`config.mk`:
```
export PLATFORM = sky130hd
export DESIGN_NAME = wb_lsu_master
export DESIGN_NICKNAME = d
export VERILOG_FILES = /design/src/rtl/lsu_pkg.sv /design/src/rtl/lsu_align.sv /design/src/rtl/wb_lsu_master.sv
export SDC_FILE = /design/constraint.sdc
export NUM_CORES = 1
export LEC_CHECK = 0
export CAP_MARGIN = 40
export CORE_MARGIN = 4
export CORE_UTILIZATION = 25
export CTS_CLUSTER_DIAMETER = 100
export DETAILED_ROUTE_END_ITERATION = 12
export HOLD_SLACK_MARGIN = 0.12
export PLACE_DENSITY_LB_ADDON = 0.25
export SYNTH_ARGS = -nofsm -noshare
export SYNTH_HDL_FRONTEND = slang
export SYNTH_SLANG_ARGS = --single-unit
```
`constraint.sdc`:
```
create_clock -name clk_i -period 5.1 [get_ports clk_i]
set_input_delay 0.51 -clock clk_i [delete_from_list [all_inputs] [get_ports clk_i]]
set_output_delay 0.51 -clock clk_i [all_outputs]
set_load 0.02 [all_outputs]
```
`src/rtl/lsu_pkg.sv`:
```
// Shared encodings for the Wishbone load/store master.
package lsu_pkg;

   localparam logic [1:0] SZ_BYTE = 2'b00;
   localparam logic [1:0] SZ_HALF = 2'b01;
   localparam logic [1:0] SZ_WORD = 2'b10;

   typedef enum logic [1:0] {
      S_IDLE,
      S_BUS,
      S_GAP,
      S_RESP
   } state_t;

endpackage

```
`src/rtl/lsu_align.sv`:
```
// Lane steering for stores, misalign detection, load extract and extend.
module lsu_align
   import lsu_pkg::*;
(
   input  logic [1:0]  size,
   input  logic [1:0]  lo,
   input  logic [31:0] wdata,
   output logic [3:0]  sel,
   output logic [31:0] wdat,
   output logic        misalign,
   input  logic [1:0]  ld_size,
   input  logic [1:0]  ld_lo,
   input  logic        ld_uns,
   input  logic [31:0] rdata,
   output logic [31:0] ldat
);

   logic [31:0] sh;

   always_comb begin
      sel      = '0;
      wdat     = '0;
      misalign = 1'b0;
      unique case (size)
         SZ_BYTE: begin
            sel  = 4'b0001 << lo;
            wdat = {4{wdata[7:0]}};
         end
         SZ_HALF: begin
            sel      = lo[1] ? 4'b1100 : 4'b0011;
            wdat     = {2{wdata[15:0]}};
            misalign = lo[0];
         end
         SZ_WORD: begin
            sel      = 4'b1111;
            wdat     = wdata;
            misalign = |lo;
         end
         default: misalign = 1'b1;
      endcase
   end

   always_comb begin
      sh   = rdata >> {ld_lo, 3'b000};
      ldat = sh;
      unique case (ld_size)
         SZ_BYTE: ldat = {{24{~ld_uns & sh[7]}}, sh[7:0]};
         SZ_HALF: ldat = {{16{~ld_uns & sh[15]}}, sh[15:0]};
         default: ldat = sh;
      endcase
   end

endmodule

```
`src/rtl/wb_lsu_master.sv`:
```
// Wishbone B4 classic master: one single READ/WRITE cycle per CPU request,
// with retry, timeout and error folded into a one-cycle response pulse.
module wb_lsu_master
   import lsu_pkg::*;
#(
   parameter int TIMEOUT_CYCLES = 16,
   parameter int MAX_RETRY      = 3
) (
   input  logic        clk_i,
   input  logic        rst_ni,
   input  logic        req_valid_i,
   output logic        req_ready_o,
   input  logic        req_we_i,
   input  logic [1:0]  req_size_i,
   input  logic        req_unsigned_i,
   input  logic [31:0] req_addr_i,
   input  logic [31:0] req_wdata_i,
   output logic        resp_valid_o,
   output logic [31:0] resp_rdata_o,
   output logic        resp_err_o,
   output logic        cyc_o,
   output logic        stb_o,
   output logic        we_o,
   output logic [31:0] adr_o,
   output logic [3:0]  sel_o,
   output logic [31:0] dat_o,
   input  logic [31:0] dat_i,
   input  logic        ack_i,
   input  logic        err_i,
   input  logic        rty_i
);

   localparam int WW = $clog2(TIMEOUT_CYCLES + 1);
   localparam int RW = $clog2(MAX_RETRY + 1);

   state_t        state, state_n;
   logic [WW-1:0] wait_cnt, wait_n;
   logic [RW-1:0] retry_cnt, retry_n;
   logic [1:0]    ld_size, ld_lo;
   logic          ld_uns;
   logic [3:0]    sel;
   logic [31:0]   wdat, ldat, rdata_n;
   logic          misalign, accept, err_n;

   lsu_align u_align (
      .size     (req_size_i),
      .lo       (req_addr_i[1:0]),
      .wdata    (req_wdata_i),
      .sel      (sel),
      .wdat     (wdat),
      .misalign (misalign),
      .ld_size  (ld_size),
      .ld_lo    (ld_lo),
      .ld_uns   (ld_uns),
      .rdata    (dat_i),
      .ldat     (ldat)
   );

   assign req_ready_o = (state == S_IDLE);
   assign accept      = req_valid_i & req_ready_o;

   always_comb begin
      state_n = state;
      wait_n  = wait_cnt;
      retry_n = retry_cnt;
      err_n   = 1'b0;
      rdata_n = '0;
      unique case (state)
         S_IDLE: begin
            if (accept) begin
               wait_n  = '0;
               retry_n = '0;
               if (misalign) begin
                  state_n = S_RESP;
                  err_n   = 1'b1;
               end else begin
                  state_n = S_BUS;
               end
            end
         end
         S_BUS: begin
            // err beats ack beats rty when several arrive together
            priority case (1'b1)
               err_i: begin
                  state_n = S_RESP;
                  err_n   = 1'b1;
               end
               ack_i: begin
                  state_n = S_RESP;
                  rdata_n = we_o ? '0 : ldat;
               end
               rty_i: begin
                  if (retry_cnt == RW'(MAX_RETRY)) begin
                     state_n = S_RESP;
                     err_n   = 1'b1;
                  end else begin
                     retry_n = retry_cnt + RW'(1);
                     state_n = S_GAP;
                  end
               end
               default: begin
                  if (wait_cnt == WW'(TIMEOUT_CYCLES - 1)) begin
                     state_n = S_RESP;
                     err_n   = 1'b1;
                  end else begin
                     wait_n = wait_cnt + WW'(1);
                  end
               end
            endcase
         end
         S_GAP: begin
            state_n = S_BUS;
            wait_n  = '0;
         end
         S_RESP:  state_n = S_IDLE;
         default: state_n = S_IDLE;
      endcase
   end

   always_ff @(posedge clk_i or negedge rst_ni) begin
      if (!rst_ni) begin
         state        <= S_IDLE;
         wait_cnt     <= '0;
         retry_cnt    <= '0;
         cyc_o        <= 1'b0;
         stb_o        <= 1'b0;
         we_o         <= 1'b0;
         adr_o        <= '0;
         sel_o        <= '0;
         dat_o        <= '0;
         ld_size      <= '0;
         ld_lo        <= '0;
         ld_uns       <= 1'b0;
         resp_valid_o <= 1'b0;
         resp_err_o   <= 1'b0;
         resp_rdata_o <= '0;
      end else begin
         state        <= state_n;
         wait_cnt     <= wait_n;
         retry_cnt    <= retry_n;
         cyc_o        <= (state_n == S_BUS);
         stb_o        <= (state_n == S_BUS);
         resp_valid_o <= (state_n == S_RESP);
         resp_err_o   <= (state_n == S_RESP) & err_n;
         resp_rdata_o <= rdata_n;
         if (accept && !misalign) begin
            adr_o   <= {req_addr_i[31:2], 2'b00};
            sel_o   <= sel;
            dat_o   <= wdat;
            we_o    <= req_we_i;
            ld_size <= req_size_i;
            ld_lo   <= req_addr_i[1:0];
            ld_uns  <= req_unsigned_i;
         end
      end
   end

endmodule

```
Yosys cells after proc, flatten, opt, wreduce, memory -nomap -nowiden
Index checks and enable logic that the tools add are counted.
W data, S select, Z words.
{"block": "word_totals", "wordCells": 87, "inputBits": 106, "out_inout_bits": 106, "reg_bits": 116}
{"block": "classes", "mux": 37, "reduce_logical": 10, "addsub": 2, "n_shift": 2, "eq_ne": 17, "bitwise": 5}
{"op": "$mux W32", "count": 4}
{"op": "$pmux W32 S3", "count": 1}
{"op": "$pmux W32 S2", "count": 1}
{"op": "$shr A32 B5 Y32", "count": 1}
{"op": "$mux W5", "count": 5}
{"op": "$mux W2", "count": 11}
{"op": "$pmux W5 S3", "count": 1}
{"op": "$ne A2 B2 Y1 const B", "count": 6}
{"op": "$pmux W4 S3", "count": 1}
{"op": "$reduce_and A6 Y1", "count": 2}
{"op": "$eq A2 B2 Y1 const B", "count": 5}
{"op": "$eq A2 B1 Y1 const B", "count": 4}
{"op": "$mux W1", "count": 8}
{"op": "$pmux W2 S4", "count": 1}
{"op": "$logic_not A2 Y1", "count": 3}
{"op": "$add A5 B1 Y5 const B", "count": 1}
{"op": "$eq A5 B4 Y1 const B", "count": 1}
{"op": "$and A1 B1 Y1", "count": 4}
{"op": "$mux W4", "count": 1}
{"op": "$pmux W2 S2", "count": 1}
{"op": "$shl A1 B2 Y4 const A", "count": 1}
{"op": "$pmux W1 S3", "count": 1}
{"op": "$reduce_bool A3 Y1", "count": 1}
{"op": "$add A2 B1 Y2 const B", "count": 1}
{"op": "other kinds (7)", "count": 7}

Depth between registers and ports, before layout
{"block": "logic_depth", "word_depth": 8, "depth_mapped": 7, "ltp_nobuf": 7}

By module
Synthesis repeated with hierarchy kept, for this count alone.
{"block": "hier_totals", "hier_cells": 496, "area_unflattened_um2": 5723.0}
{"module": "wb_lsu_master", "cells_per_inst": 305, "n_inst": 1, "seq_area_each_um2": 2902.8, "area_each_um2": 4471.8}
{"module": "lsu_align", "cells_per_inst": 191, "n_inst": 1, "seq_area_each_um2": 0.0, "area_each_um2": 1251.2}

Least setup slack after synthesis
No wires, ideal clock.
{"block": "synth_timing", "path_type": "input-to-reg", "startpoint": "input req_size_i[0]", "endpoint": "register adr_o[10]", "t_arrival_ns": 1.757, "path_buffers": 3, "path_slack_ns": 3.218, "t_required_ns": 4.975, "setup_time_ns": 0.125, "path_stages": 6, "cell_sequence": "buf_4 -> nor3_1 -> o211ai_1 -> clkbuf_1 -> buf_2 -> mux2_2"}
{"block": "synth_via", "elab_chain_len": 4, "word_cells_on_any_way": 6, "classes_between": "eq/ne (2); mux (1); reduce/logical (3)"}
{"item": "start, declared", "line_no": "wb_lsu_master.sv:14", "source": "input logic [1:0] req_size_i,"}
{"item": "$eq A2 B2 Y1 (tied with other cells)", "line_no": "lsu_align.sv:24", "source": "unique case (size)"}
{"item": "$pmux W1 S3 *", "line_no": "lsu_align.sv:24"}
{"item": "$logic_not A1 Y1 *", "line_no": "wb_lsu_master.sv:146", "source": "if (accept && !misalign) begin"}
{"item": "$logic_and A1 B1 Y1 *", "line_no": "wb_lsu_master.sv:146"}
{"item": "end signal, assigned", "line_no": "wb_lsu_master.sv:147", "source": "adr_o <= {req_addr_i[31:2], 2'b00};"}
{"item": "end, declared", "line_no": "wb_lsu_master.sv:24", "source": "output logic [31:0] adr_o,"}
Mark *: on every way between the ends. The rest lies on a longest branch, timed or not.
A chain may end at the register's enable or synchronous reset.

Final worst setup path
{"block": "layout_timing", "startpoint": "input req_size_i[0]", "endpoint": "register adr_o[13]"}
The elaborated chain is that of the path after synthesis.

==> metrics <==
area share of the largest cell type after synthesis 55.9%; TritonCTS clock tree built; final setup TNS 0 ns; input/output buffers 209; Max FO, Critical Path 95; period utilization 57.3%; CP required 5.38 ns; Min-Delay Path Class register to register; worst hold margin 0.479 ns; critical path arrival 3.21 ns; CP max-delay cell clkdlybuf4s50_1; IO Pins 212; wire per inst 15.8 microns; clk slew on worst S/H paths 0.05 ns; FP Rows 52; Setup crit end kind register; Clock Latency Late Sink 0.40 ns; initial antenna violation count 0; worst reg2reg endpoint resp_rdata_o[19]$_DFF_PN0_; CP Buf/Inv Count 2; multi-input logic area 2080 sq um; R2R Path Start ld_lo[0]$_DFFE_PN0P_; Die W 152 microns; Post-CTS Hold Buffers 1; RSZ-0062 raised after global routing false; first-pass GRT wire length 24400 microns; Yosys top cell by area dfrtp_1; DR iter-0 viols 154; Placer Congestion 0.789; clock period minus worst slack 2.92 ns; CTS resizes 0; drt drc 0; number of global-route vias before repair 4596; Critical Path Stages 5; max incr delay on CP 1.02 ns; Cell Pwr Density 565 nW/um^2; Layout Nets 784; Post-synth ARST share 100%; Post-synth EDFFs 0; Final ANT Viol Nets 0; clock buffer depth 2; count of different cell masters after synthesis 39; die area 23100 sq um; Tot GR Track Use 13.0%; largest net degree at the start of global routing 96; final setup vio count 0; cells along the critical path clkdlybuf4s50_1 > a21oi_1 > o211ai_1 > buf_12 > mux2_2; cts bufs inserted 17; routed wire length 15100 microns; # clock sinks 116; diode count 0; Area contributors post-synth dfrtp_1 56%, mux2_2 10%, mux2i_1 5.0%, a21oi_1 3.5%, o21ai_0 3.5%; Fin. Hold Viols 0; max_slew headroom 41.5%; Post-CTS Setup Bufs 0; worst slew pin tran 0.876 ns; Crit path max-delay family buffers and inverters; H-tree lvl count 4; Synth Instances 471; layout cells sized above 1 12.9%; hold path cells 2; die height 152 microns; kind of start point of the critical path input port; dpl hpwl 11200 microns; Slew Limit Fails 0; Yosys reg bits 116; clock tree root driver cell clkbuf_16; commonest non-fill, non-tap cell in the layout clkdlybuf4s50_1; end point of the critical path adr_o[13]$_DFFE_PN0P_; clk_skew 0.00519 ns; via count 4266; status complete, no violations; Synth Warn # 0; First-pass DRT Iterations 4; GRT overflow 0; mapped cell area 5190 sq um; fillers 1966; mean area per synthesized cell 11.0 sq um; Hold Crit Start sel_o[3]$_DFFE_PN0P_; FF+latch area 2900 sq um; Vias/cell 4.45; Layout area overhead 57.8%; Main synth FF type dfrtp_1; P_leak 0.00355 uW; VDD IR max 0.299 mV; Reg2Reg Depth 5; Starting Density 25.5%; Setup CP Type input port to register; sequential element share of the synthesized area 55.9%; beginning of the critical path req_size_i[0]; Core Footprint 20400 sq um; most frequent cells in the layout 208 x clkdlybuf4s50_1, 116 x dfrtp_1, 46 x mux2_2, 43 x nand2_1; f_max 342 MHz; worst reg2reg setup slack 2.83 ns; # Max-Cap Violations 0
[state kept, by name, summed over array words and instances (netlist names)]
signal	flops
dat_o	32
resp_rdata_o	32
adr_o	30
wait_cnt	5
sel_o	4
ld_lo	2
ld_size	2
retry_cnt	2
state	2
ld_uns	1
resp_err_o	1
resp_valid_o	1
stb_o	1
we_o	1
[worst min-delay path by stage]
stage	end
floorplan	adr_o[10]$_DFFE_PN0P_
global placement	dat_o[23]$_DFFE_PN0P_
detailed placement	resp_rdata_o[21]$_DFF_PN0_
CTS	sel_o[3]$_DFFE_PN0P_
global route	sel_o[3]$_DFFE_PN0P_
finish	sel_o[3]$_DFFE_PN0P_
[worst register-to-register path, cell delays in order, from the launching register on]
cell	delay [ns]
dfrtp_1	0.35
buf_4	0.26
nor2b_1	0.48
a2bb2oi_1	0.17
a2111o_1	0.70
o21ai_0	0.21
[Yosys cell counts (4+ instances only)]
| cell type | number |
|---|---|
| buf_2 | 8 |
| clkbuf_1 | 19 |
| nand2b_1 | 5 |
| nor2b_1 | 20 |
| a211oi_1 | 22 |
| o21ai_0 | 36 |
| buf_4 | 4 |
| and2_1 | 7 |
| mux2i_1 | 26 |
| a21oi_1 | 36 |
| dfrtp_1 | 116 |
| nand2_1 | 43 |
| nand3_1 | 6 |
| inv_1 | 11 |
| nor2_1 | 26 |
| mux2_2 | 46 |
[layer usage]
layer	vias up	global-route usage (%)	share of wire (%)
met1	2076	15.8	44
met4	0	2.65	0.59
met2	141	21.3	48
met5	-	0	0
li1	2043	-	-
met3	6	5.85	7.6
[per-stage QoR]
| stage | cells | util, % | cell area, sq um | setup WS [ns] | total power (uW) |
|---|---|---|---|---|---|
| floorplan | 472 | - | 5200 | 3.22 | 2490 |
| global placement | 923 | 36.9 | 7520 | 1.87 | 3370 |
| detailed placement | 925 | 37.2 | 7570 | 1.77 | 3440 |
| CTS | 958 | 40.2 | 8200 | 2.21 | 4710 |
| global route | 958 | 40.2 | 8200 | 2.00 | 4890 |
| finish | 958 | 40.2 | 8200 | 2.18 | 4630 |
[kinds of logic after synthesis]
logic type               after synthesis  synth area share (%)
AND/OR/NAND/NOR                      122                  11.4
flip-flops                           116                  55.9
AO/OA/AOI/OAI                        109                  12.5
multiplexers                          72                  15.0
buffers and inverters                 46                  4.09
adder cells (fa/ha/maj)                3                 0.723
XOR/XNOR                               2                 0.337
other                                  1                0.0722
[power by group]
group	switching, uW	internal [uW]	total, uW
logic	966	965	1930
clock network	398	828	1230
registers	214	1260	1480
[final cells by class]
type                    count  share of cell area [%]
well taps                 270                    4.12
clock buffers              23                    5.59
repair buffers            219                    27.1
clock inverters             9                    1.86
flip-flops and latches    116                    35.4
inverters                  11                   0.504
multi-input cells         310                    25.4
(Power assumes the default switching activity.)
